`src/rtl/mem_access_pkg.sv`:
```
// Shared types for the memory-access pipeline stage: control bundles, FSM state
// encoding, write-back source codes and the control-narrowing helper.
package mem_access_pkg;

  typedef struct packed {
    logic       reg_write;
    logic [1:0] mem_to_reg;
    logic [1:0] branch;
    logic       mem_write;
    logic       mem_read;
    logic       uart_to_reg;
  } ma_ctrl_t;

  typedef struct packed {
    logic       reg_write;
    logic [1:0] mem_to_reg;
    logic [1:0] branch;
    logic       uart_to_reg;
  } ma_out_ctrl_t;

  typedef enum logic [1:0] {
    ST_IDLE  = 2'd0,
    ST_ISSUE = 2'd1,
    ST_WAIT  = 2'd2,
    ST_HOLD  = 2'd3
  } ma_state_e;

  // Write-back source selection carried in mem_to_reg.
  localparam logic [1:0] MTR_ALU  = 2'd0;
  localparam logic [1:0] MTR_MEM  = 2'd1;
  localparam logic [1:0] MTR_PC4  = 2'd2;
  localparam logic [1:0] MTR_UART = 2'd3;

  function automatic ma_out_ctrl_t to_out_ctrl(input ma_ctrl_t c);
    ma_out_ctrl_t o;
    o.reg_write   = c.reg_write;
    o.mem_to_reg  = c.mem_to_reg;
    o.branch      = c.branch;
    o.uart_to_reg = c.uart_to_reg;
    return o;
  endfunction

endpackage

```
`src/rtl/mem_access_pipe_if.sv`:
```
// Bundle of upstream, memory and downstream signals of the memory-access stage.
// The stage itself connects through the slave modport; its environment uses master.
interface mem_access_pipe_if #(
  parameter int DATA_WIDTH = 32,
  parameter int SIDE_WIDTH = 32
) ();
  // valid/ready: a transfer happens on a rising edge where both are high; once
  // valid is raised the payload stays stable until that transfer occurs.
  logic                          in_valid;
  logic                          in_ready;
  mem_access_pkg::ma_ctrl_t      in_ctrl;
  logic [DATA_WIDTH-1:0]         in_alu_result;
  logic [DATA_WIDTH-1:0]         in_store_data;
  logic [4:0]                    in_rdist;
  logic [SIDE_WIDTH-1:0]         in_side;

  logic                          mem_req;
  logic                          mem_we;
  logic [DATA_WIDTH-1:0]         mem_addr;
  logic [DATA_WIDTH-1:0]         mem_wdata;
  logic                          mem_gnt;
  logic                          mem_rvalid;
  logic [DATA_WIDTH-1:0]         mem_rdata;

  logic                          out_valid;
  logic                          out_ready;
  mem_access_pkg::ma_out_ctrl_t  out_ctrl;
  logic [DATA_WIDTH-1:0]         out_read_data;
  logic [DATA_WIDTH-1:0]         out_alu_result;
  logic [DATA_WIDTH-1:0]         out_store_data;
  logic [4:0]                    out_rdist;
  logic [SIDE_WIDTH-1:0]         out_side;

  modport slave (
    input  in_valid, in_ctrl, in_alu_result, in_store_data, in_rdist, in_side,
    input  mem_gnt, mem_rvalid, mem_rdata, out_ready,
    output in_ready, mem_req, mem_we, mem_addr, mem_wdata,
    output out_valid, out_ctrl, out_read_data, out_alu_result, out_store_data,
    output out_rdist, out_side
  );

  modport master (
    output in_valid, in_ctrl, in_alu_result, in_store_data, in_rdist, in_side,
    output mem_gnt, mem_rvalid, mem_rdata, out_ready,
    input  in_ready, mem_req, mem_we, mem_addr, mem_wdata,
    input  out_valid, out_ctrl, out_read_data, out_alu_result, out_store_data,
    input  out_rdist, out_side
  );
endinterface

```
`src/rtl/ma_stall_counter.sv`:
```
// Saturating count of memory stall cycles; exists only when MEM_ACCESS_STALL_CNT_EN
// is defined, so the default build carries no counter logic.
`ifdef MEM_ACCESS_STALL_CNT_EN
module ma_stall_counter (
  input  logic        clk_i,
  input  logic        rst_ni,
  input  logic        en_i,
  output logic [31:0] count_o
);
  logic [31:0] count_q, count_d;

  always_comb begin
    count_d = count_q;
    if (en_i && (count_q != 32'hFFFF_FFFF)) count_d = count_q + 32'd1;
  end

  always_ff @(posedge clk_i or negedge rst_ni) begin
    if (!rst_ni) count_q <= '0;
    else         count_q <= count_d;
  end

  assign count_o = count_q;
endmodule
`endif

```
`src/rtl/mem_access_pipe.sv`:
```
// Single-entry memory-access pipeline stage: issues loads/stores to a gnt/rvalid
// memory port and holds results for downstream. MEM_ACCESS_STALL_CNT_EN adds stall_cycles.
module mem_access_pipe
  import mem_access_pkg::*;
#(
  parameter int DATA_WIDTH     = 32,
  parameter int INST_MEM_WIDTH = 2,
  parameter int SIDE_WIDTH     = 26 + 3*INST_MEM_WIDTH
) (
  input  logic             CLK,
  input  logic             reset,
  mem_access_pipe_if.slave bus,
  output ma_state_e        state_o
`ifdef MEM_ACCESS_STALL_CNT_EN
  ,
  output logic [31:0]      stall_cycles
`endif
);

  ma_state_e             state_q;
  ma_out_ctrl_t          ctrl_q;
  logic [DATA_WIDTH-1:0] rdata_q, alu_q, store_q;
  logic [4:0]            rdist_q;
  logic [SIDE_WIDTH-1:0] side_q;
  logic                  mem_req_q, mem_we_q, out_valid_q;
  logic                  accept, mem_op;

  // Gated by reset so nothing is offered upstream while the stage is held in reset.
  assign bus.in_ready = reset && ((state_q == ST_IDLE) ||
                                  ((state_q == ST_HOLD) && bus.out_ready));
  assign accept = bus.in_valid && bus.in_ready;
  assign mem_op = bus.in_ctrl.mem_read || bus.in_ctrl.mem_write;

  always_ff @(posedge CLK or negedge reset) begin
    if (!reset) begin
      state_q     <= ST_IDLE;
      ctrl_q      <= '0;
      rdata_q     <= '0;
      alu_q       <= '0;
      store_q     <= '0;
      rdist_q     <= '0;
      side_q      <= '0;
      mem_req_q   <= 1'b0;
      mem_we_q    <= 1'b0;
      out_valid_q <= 1'b0;
    end else begin
      case (state_q)
        ST_ISSUE: if (bus.mem_gnt) begin
          mem_req_q <= 1'b0;
          mem_we_q  <= 1'b0;
          // mem_we_q marks a store (including read+write); loads may complete with gnt.
          if (mem_we_q) begin
            state_q     <= ST_HOLD;
            out_valid_q <= 1'b1;
          end else if (bus.mem_rvalid) begin
            rdata_q     <= bus.mem_rdata;
            state_q     <= ST_HOLD;
            out_valid_q <= 1'b1;
          end else begin
            state_q     <= ST_WAIT;
          end
        end
        ST_WAIT: if (bus.mem_rvalid) begin
          rdata_q     <= bus.mem_rdata;
          state_q     <= ST_HOLD;
          out_valid_q <= 1'b1;
        end
        ST_HOLD: if (bus.out_ready) begin
          state_q     <= ST_IDLE;
          out_valid_q <= 1'b0;
        end
        default: ;
      endcase

      // A new entry overrides the retire above, giving back-to-back flow from HOLD.
      if (accept) begin
        ctrl_q  <= to_out_ctrl(bus.in_ctrl);
        alu_q   <= bus.in_alu_result;
        store_q <= bus.in_store_data;
        rdist_q <= bus.in_rdist;
        side_q  <= bus.in_side;
        rdata_q <= '0;
        if (mem_op) begin
          state_q     <= ST_ISSUE;
          mem_req_q   <= 1'b1;
          mem_we_q    <= bus.in_ctrl.mem_write;
          out_valid_q <= 1'b0;
        end else begin
          state_q     <= ST_HOLD;
          out_valid_q <= 1'b1;
        end
      end
    end
  end

  assign bus.mem_req        = mem_req_q;
  assign bus.mem_we         = mem_we_q;
  assign bus.mem_addr       = alu_q;
  assign bus.mem_wdata      = store_q;
  assign bus.out_valid      = out_valid_q;
  assign bus.out_ctrl       = ctrl_q;
  assign bus.out_read_data  = rdata_q;
  assign bus.out_alu_result = alu_q;
  assign bus.out_store_data = store_q;
  assign bus.out_rdist      = rdist_q;
  assign bus.out_side       = side_q;
  assign state_o            = state_q;

`ifdef MEM_ACCESS_STALL_CNT_EN
  ma_stall_counter u_stall_counter (
    .clk_i   (CLK),
    .rst_ni  (reset),
    .en_i    ((state_q == ST_ISSUE) || (state_q == ST_WAIT)),
    .count_o (stall_cycles)
  );
`endif

endmodule

```
`src/flat_wrapper.sv`:
```
// flat-port wrapper written by rule: the top's interface ports become plain ports
module mem_access_pipe_flat import mem_access_pkg::*;
#(
  parameter int DATA_WIDTH     = 32,
  parameter int INST_MEM_WIDTH = 2,
  parameter int SIDE_WIDTH     = 26 + 3*INST_MEM_WIDTH
)
  (CLK, reset, state_o, bus_in_valid, bus_in_ctrl, bus_in_alu_result, bus_in_store_data, bus_in_rdist, bus_in_side, bus_mem_gnt, bus_mem_rvalid, bus_mem_rdata, bus_out_ready, bus_in_ready, bus_mem_req, bus_mem_we, bus_mem_addr, bus_mem_wdata, bus_out_valid, bus_out_ctrl, bus_out_read_data, bus_out_alu_result, bus_out_store_data, bus_out_rdist, bus_out_side);
  mem_access_pipe_if #(.DATA_WIDTH(DATA_WIDTH), .SIDE_WIDTH(SIDE_WIDTH)) bus_i ();
  input  logic CLK;
  input  logic reset;
  output ma_state_e state_o;
  input wire logic [$bits(bus_i.in_valid)-1:0] bus_in_valid;
  input wire logic [$bits(bus_i.in_ctrl)-1:0] bus_in_ctrl;
  input wire logic [$bits(bus_i.in_alu_result)-1:0] bus_in_alu_result;
  input wire logic [$bits(bus_i.in_store_data)-1:0] bus_in_store_data;
  input wire logic [$bits(bus_i.in_rdist)-1:0] bus_in_rdist;
  input wire logic [$bits(bus_i.in_side)-1:0] bus_in_side;
  input wire logic [$bits(bus_i.mem_gnt)-1:0] bus_mem_gnt;
  input wire logic [$bits(bus_i.mem_rvalid)-1:0] bus_mem_rvalid;
  input wire logic [$bits(bus_i.mem_rdata)-1:0] bus_mem_rdata;
  input wire logic [$bits(bus_i.out_ready)-1:0] bus_out_ready;
  output wire logic [$bits(bus_i.in_ready)-1:0] bus_in_ready;
  output wire logic [$bits(bus_i.mem_req)-1:0] bus_mem_req;
  output wire logic [$bits(bus_i.mem_we)-1:0] bus_mem_we;
  output wire logic [$bits(bus_i.mem_addr)-1:0] bus_mem_addr;
  output wire logic [$bits(bus_i.mem_wdata)-1:0] bus_mem_wdata;
  output wire logic [$bits(bus_i.out_valid)-1:0] bus_out_valid;
  output wire logic [$bits(bus_i.out_ctrl)-1:0] bus_out_ctrl;
  output wire logic [$bits(bus_i.out_read_data)-1:0] bus_out_read_data;
  output wire logic [$bits(bus_i.out_alu_result)-1:0] bus_out_alu_result;
  output wire logic [$bits(bus_i.out_store_data)-1:0] bus_out_store_data;
  output wire logic [$bits(bus_i.out_rdist)-1:0] bus_out_rdist;
  output wire logic [$bits(bus_i.out_side)-1:0] bus_out_side;
  assign bus_i.in_valid = bus_in_valid;
  assign bus_i.in_ctrl = bus_in_ctrl;
  assign bus_i.in_alu_result = bus_in_alu_result;
  assign bus_i.in_store_data = bus_in_store_data;
  assign bus_i.in_rdist = bus_in_rdist;
  assign bus_i.in_side = bus_in_side;
  assign bus_i.mem_gnt = bus_mem_gnt;
  assign bus_i.mem_rvalid = bus_mem_rvalid;
  assign bus_i.mem_rdata = bus_mem_rdata;
  assign bus_i.out_ready = bus_out_ready;
  assign bus_in_ready = bus_i.in_ready;
  assign bus_mem_req = bus_i.mem_req;
  assign bus_mem_we = bus_i.mem_we;
  assign bus_mem_addr = bus_i.mem_addr;
  assign bus_mem_wdata = bus_i.mem_wdata;
  assign bus_out_valid = bus_i.out_valid;
  assign bus_out_ctrl = bus_i.out_ctrl;
  assign bus_out_read_data = bus_i.out_read_data;
  assign bus_out_alu_result = bus_i.out_alu_result;
  assign bus_out_store_data = bus_i.out_store_data;
  assign bus_out_rdist = bus_i.out_rdist;
  assign bus_out_side = bus_i.out_side;
  mem_access_pipe #(.DATA_WIDTH(DATA_WIDTH), .INST_MEM_WIDTH(INST_MEM_WIDTH), .SIDE_WIDTH(SIDE_WIDTH)) u_core (.CLK(CLK), .reset(reset), .bus(bus_i), .state_o(state_o));
endmodule
```
`config.mk`:
```
export PLATFORM = sky130hd
export DESIGN_NAME = mem_access_pipe_flat
export DESIGN_NICKNAME = d
export VERILOG_FILES = /design/src/rtl/mem_access_pkg.sv /design/src/rtl/mem_access_pipe_if.sv /design/src/rtl/ma_stall_counter.sv /design/src/rtl/mem_access_pipe.sv /design/src/flat_wrapper.sv
export SDC_FILE = /design/constraint.sdc
export NUM_CORES = 1
export LEC_CHECK = 0
export BUFFER_PORTS_ARGS = -buffer_cell sky130_fd_sc_hd__buf_2
export CAP_MARGIN = 5
export CORE_AREA = 2 2 139 141
export CTS_CLUSTER_DIAMETER = 50
export DETAILED_ROUTE_END_ITERATION = 6
export DIE_AREA = 0 0 141 143
export PLACE_DENSITY = 0.6
export SETUP_SLACK_MARGIN = 0.4
export SYNTH_ARGS = -nofsm -noshare
export SYNTH_HDL_FRONTEND = slang
export SYNTH_SLANG_ARGS = --single-unit
```
`constraint.sdc`:
```
create_clock -name CLK -period 2.07 [get_ports CLK]
set_input_delay 0.1035 -clock CLK [delete_from_list [all_inputs] [get_ports CLK]]
set_output_delay 0.1035 -clock CLK [all_outputs]
set_load 0.03 [all_outputs]
```
==> results.json <==
{
  "dr.pass1.iters": 4,
  "drv_cap": 0,
  "h-tree-depth": 4,
  "ios": 356,
  "core_mm2": 0.0186,
  "clock-sinks": 144,
  "area_growth_pct": 63.7,
  "grt_pass1_wl_um": 29800,
  "hold_path.class": "input pin to flop",
  "cpMaxStageDelayCell": "dfrtp_2",
  "path_clk_slew_ps": 60,
  "synthCells": 632,
  "wl_met2_um": 10400,
  "fin_util_pct": 53.0,
  "wl_met3_um": 1180,
  "mostFrequentLayoutCells": "354 x buf_2, 329 x nand2_1, 142 x dfrtp_1",
  "yosysWarnings": 0,
  "grt_max_degree": 62,
  "slew_violations": 0,
  "vias_per_cell": 4.46,
  "maxSlewHeadroom_pct": 46.9,
  "synth_cell_type_count": 27,
  "final_cell_area_mm2": 0.00984,
  "endpoint_kind": "flop",
  "p_leak_nw": 5.53,
  "max_freq_mhz": 599,
  "worst_path_largest_cell_delay_ps": 450,
  "m1WireLength_um": 8180,
  "grt_usage_pct": 18.8,
  "holdWs_ps": 25.4,
  "crit_cells": 7,
  "die_x_um": 141,
  "hold_violations": 0,
  "die_area_mm2": 0.0202,
  "die_h_um": 143,
  "dp_cells": 1134,
  "seq_area_frac_synth_pct": 59.9,
  "path_delay_family": "flip-flops",
  "finalCritPeriodShare_pct": 80.7,
  "tightest_slew_ps": 796,
  "cp.arrival_ps": 1970,
  "cts.path.max_buffers": 2,
  "clock-skew-final_ps": 5.53,
  "clk-insertion-delay-late_ps": 410,
  "ant_nets": 0,
  "pre_cts_ws_ps": 271,
  "final.setup.tns_ps": 0,
  "crit_type": "flop to flop",
  "io_buffers": 355,
  "initialDrtViolationCount": 224,
  "rows": 50,
  "min_period_ps": 1670,
  "min_path_cells": 4,
  "syn_avg_cell_area_um2": 9.51,
  "p_total_mw": 17.0,
  "grt_pass1_vias": 6058,
  "routed_wl_um": 20000,
  "placed_area_mm2": 0.00758,
  "ys_seq_elements": 144,
  "grt_antenna_before_repair": 0,
  "cts_tree": "yes",
  "setup_violations": 0,
  "status": "complete, no violations",
  "n_fill_cell": 1644,
  "drc": 0,
  "syn_nets": 783,
  "worstPathCellList": "inv_2, ha_4, a21oi_4, or2_4, and2_4, clkbuf_16, a22o_1",
  "multiInputGateArea_mm2": 0.00183,
  "detail_route.wl_per_cell_um": 15.2,
  "initial_core_util_pct": 32.4,
  "worst-path-buf-inv": 2,
  "cp-start-kind": "flop",
  "maxUsedRoutingLayer": "met4",
  "r2r_cells": 7,
  "grt_overflow": 0,
  "dpl.hpwl_um": 11800,
  "ir_drop_mv": 0.791,
  "root_buffer": "clkbuf_16",
  "num_vias": 5882,
  "cp_max_fo": 16,
  "worst_slack_ps": 400,
  "rsz0062_at_grt": "yes",
  "critPathRequiredTime_ps": 2370,
  "p_per_area_mw_per_mm2": 1730,
  "finalNetCount": 1224,
  "final_common_cell": "buf_2",
  "drive_above_1_share_pct": 38.9,
  "cts_buffers": 17,
  "final_cells": 1319,
  "diodes": 0,
  "routabilityCongestion": 0.760,
  "synth.cell_area_mm2": 0.00601,
  "seq_area_mm2": 0.00361
}
-- where the power goes --
group | total (mW) | switching, mW | internal, mW
Clock | 3.12 | 1.22 | 1.90
Sequential | 4.98 | 0.868 | 4.11
Combinational | 8.92 | 6.13 | 2.79
-- cells by family after synthesis --
family                     synth area share (%)
muxes                                     0.520
buffers and inverters                      11.1
adders and majority gates                 0.832
AOI/OAI and AO/OA                          6.08
and+or+nand+nor                            21.5
DFF                                        59.9
-- synthesized netlist by cell type, drive strengths merged --
cell type | n | area, um^2
o211ai | 2 | 15.0
and2 | 1 | 6.26
nor2 | 3 | 11.3
a21o | 1 | 7.51
a22o | 32 | 280
a32o | 1 | 10.0
a21oi | 3 | 18.8
nand2b | 1 | 6.26
dfrtp | 144 | 3600
clkbuf | 1 | 3.75
inv | 3 | 11.3
ha | 4 | 50.1
nor2b | 3 | 18.8
buf | 94 | 654
mux2i | 2 | 20.0
mux2 | 1 | 11.3
o21ai | 3 | 15.0
or2 | 1 | 6.26
a41o | 1 | 10.0
o311ai | 1 | 8.76
nand2 | 329 | 1230
nor3 | 1 | 10.0
-- worst reg2reg max path, stage by stage, from the launching register on --
cell	delay, ps
dfrtp_2	450
inv_2	90
ha_4	140
a21oi_4	40
or2_4	260
and2_4	170
clkbuf_16	180
a22o_1	220
-- final timing paths --
check                                         from                      endpoint  slack, ps
min in group asynchronous                    reset      u_core.bus.mem_wdata[18]        390
hold / removal                      bus_in_ctrl[1]          u_core.bus.out_valid         30
hold reg to reg            u_core.bus.out_side[30]       u_core.bus.out_side[30]        470
setup / recovery                 u_core.state_o[0]  u_core.bus.out_read_data[21]        400
setup reg to reg                 u_core.state_o[0]  u_core.bus.out_read_data[21]        400
max in group asynchronous                    reset       u_core.bus.out_rdist[0]        890
-- cell type report --
| type | count | share of cell area [%] |
|---|---|---|
| timing repair buffer | 517 | 35.7 |
| clock inverter | 12 | 1.63 |
| tap | 234 | 2.97 |
| multi-input combinational | 390 | 18.5 |
| clock buffer | 19 | 4.40 |
| inverter | 3 | 0.114 |
| sequential | 144 | 36.6 |
-- sequential cells by signal (all words and copies together), names as in the netlist --
signal and cells:
u_core.bus.mem_addr 32, u_core.bus.mem_req 1, u_core.bus.mem_wdata 32, u_core.bus.mem_we 1
u_core.bus.out_ctrl 6, u_core.bus.out_rdist 5, u_core.bus.out_read_data 32, u_core.bus.out_side 32
u_core.bus.out_valid 1, u_core.state_o 2
-- routing by layer --
layer	vias up	global-route usage [%]
li1	2809	-
met1	2823	22.1
met2	233	33.8
met3	17	5.30
met4	0	5.21
met5	-	0
-- timing repair --
item | CTS | global route
endpoints found under the setup margin | 141 | 144
pin swaps | 1 | 3
buffers inserted | 6 | 2
hold buffers | 142 | 0
gates resized for setup | 3 | 12
cloned | 1 | 3
endpoints found under the hold margin | 179 | 0
(Power assumes the default switching activity.)
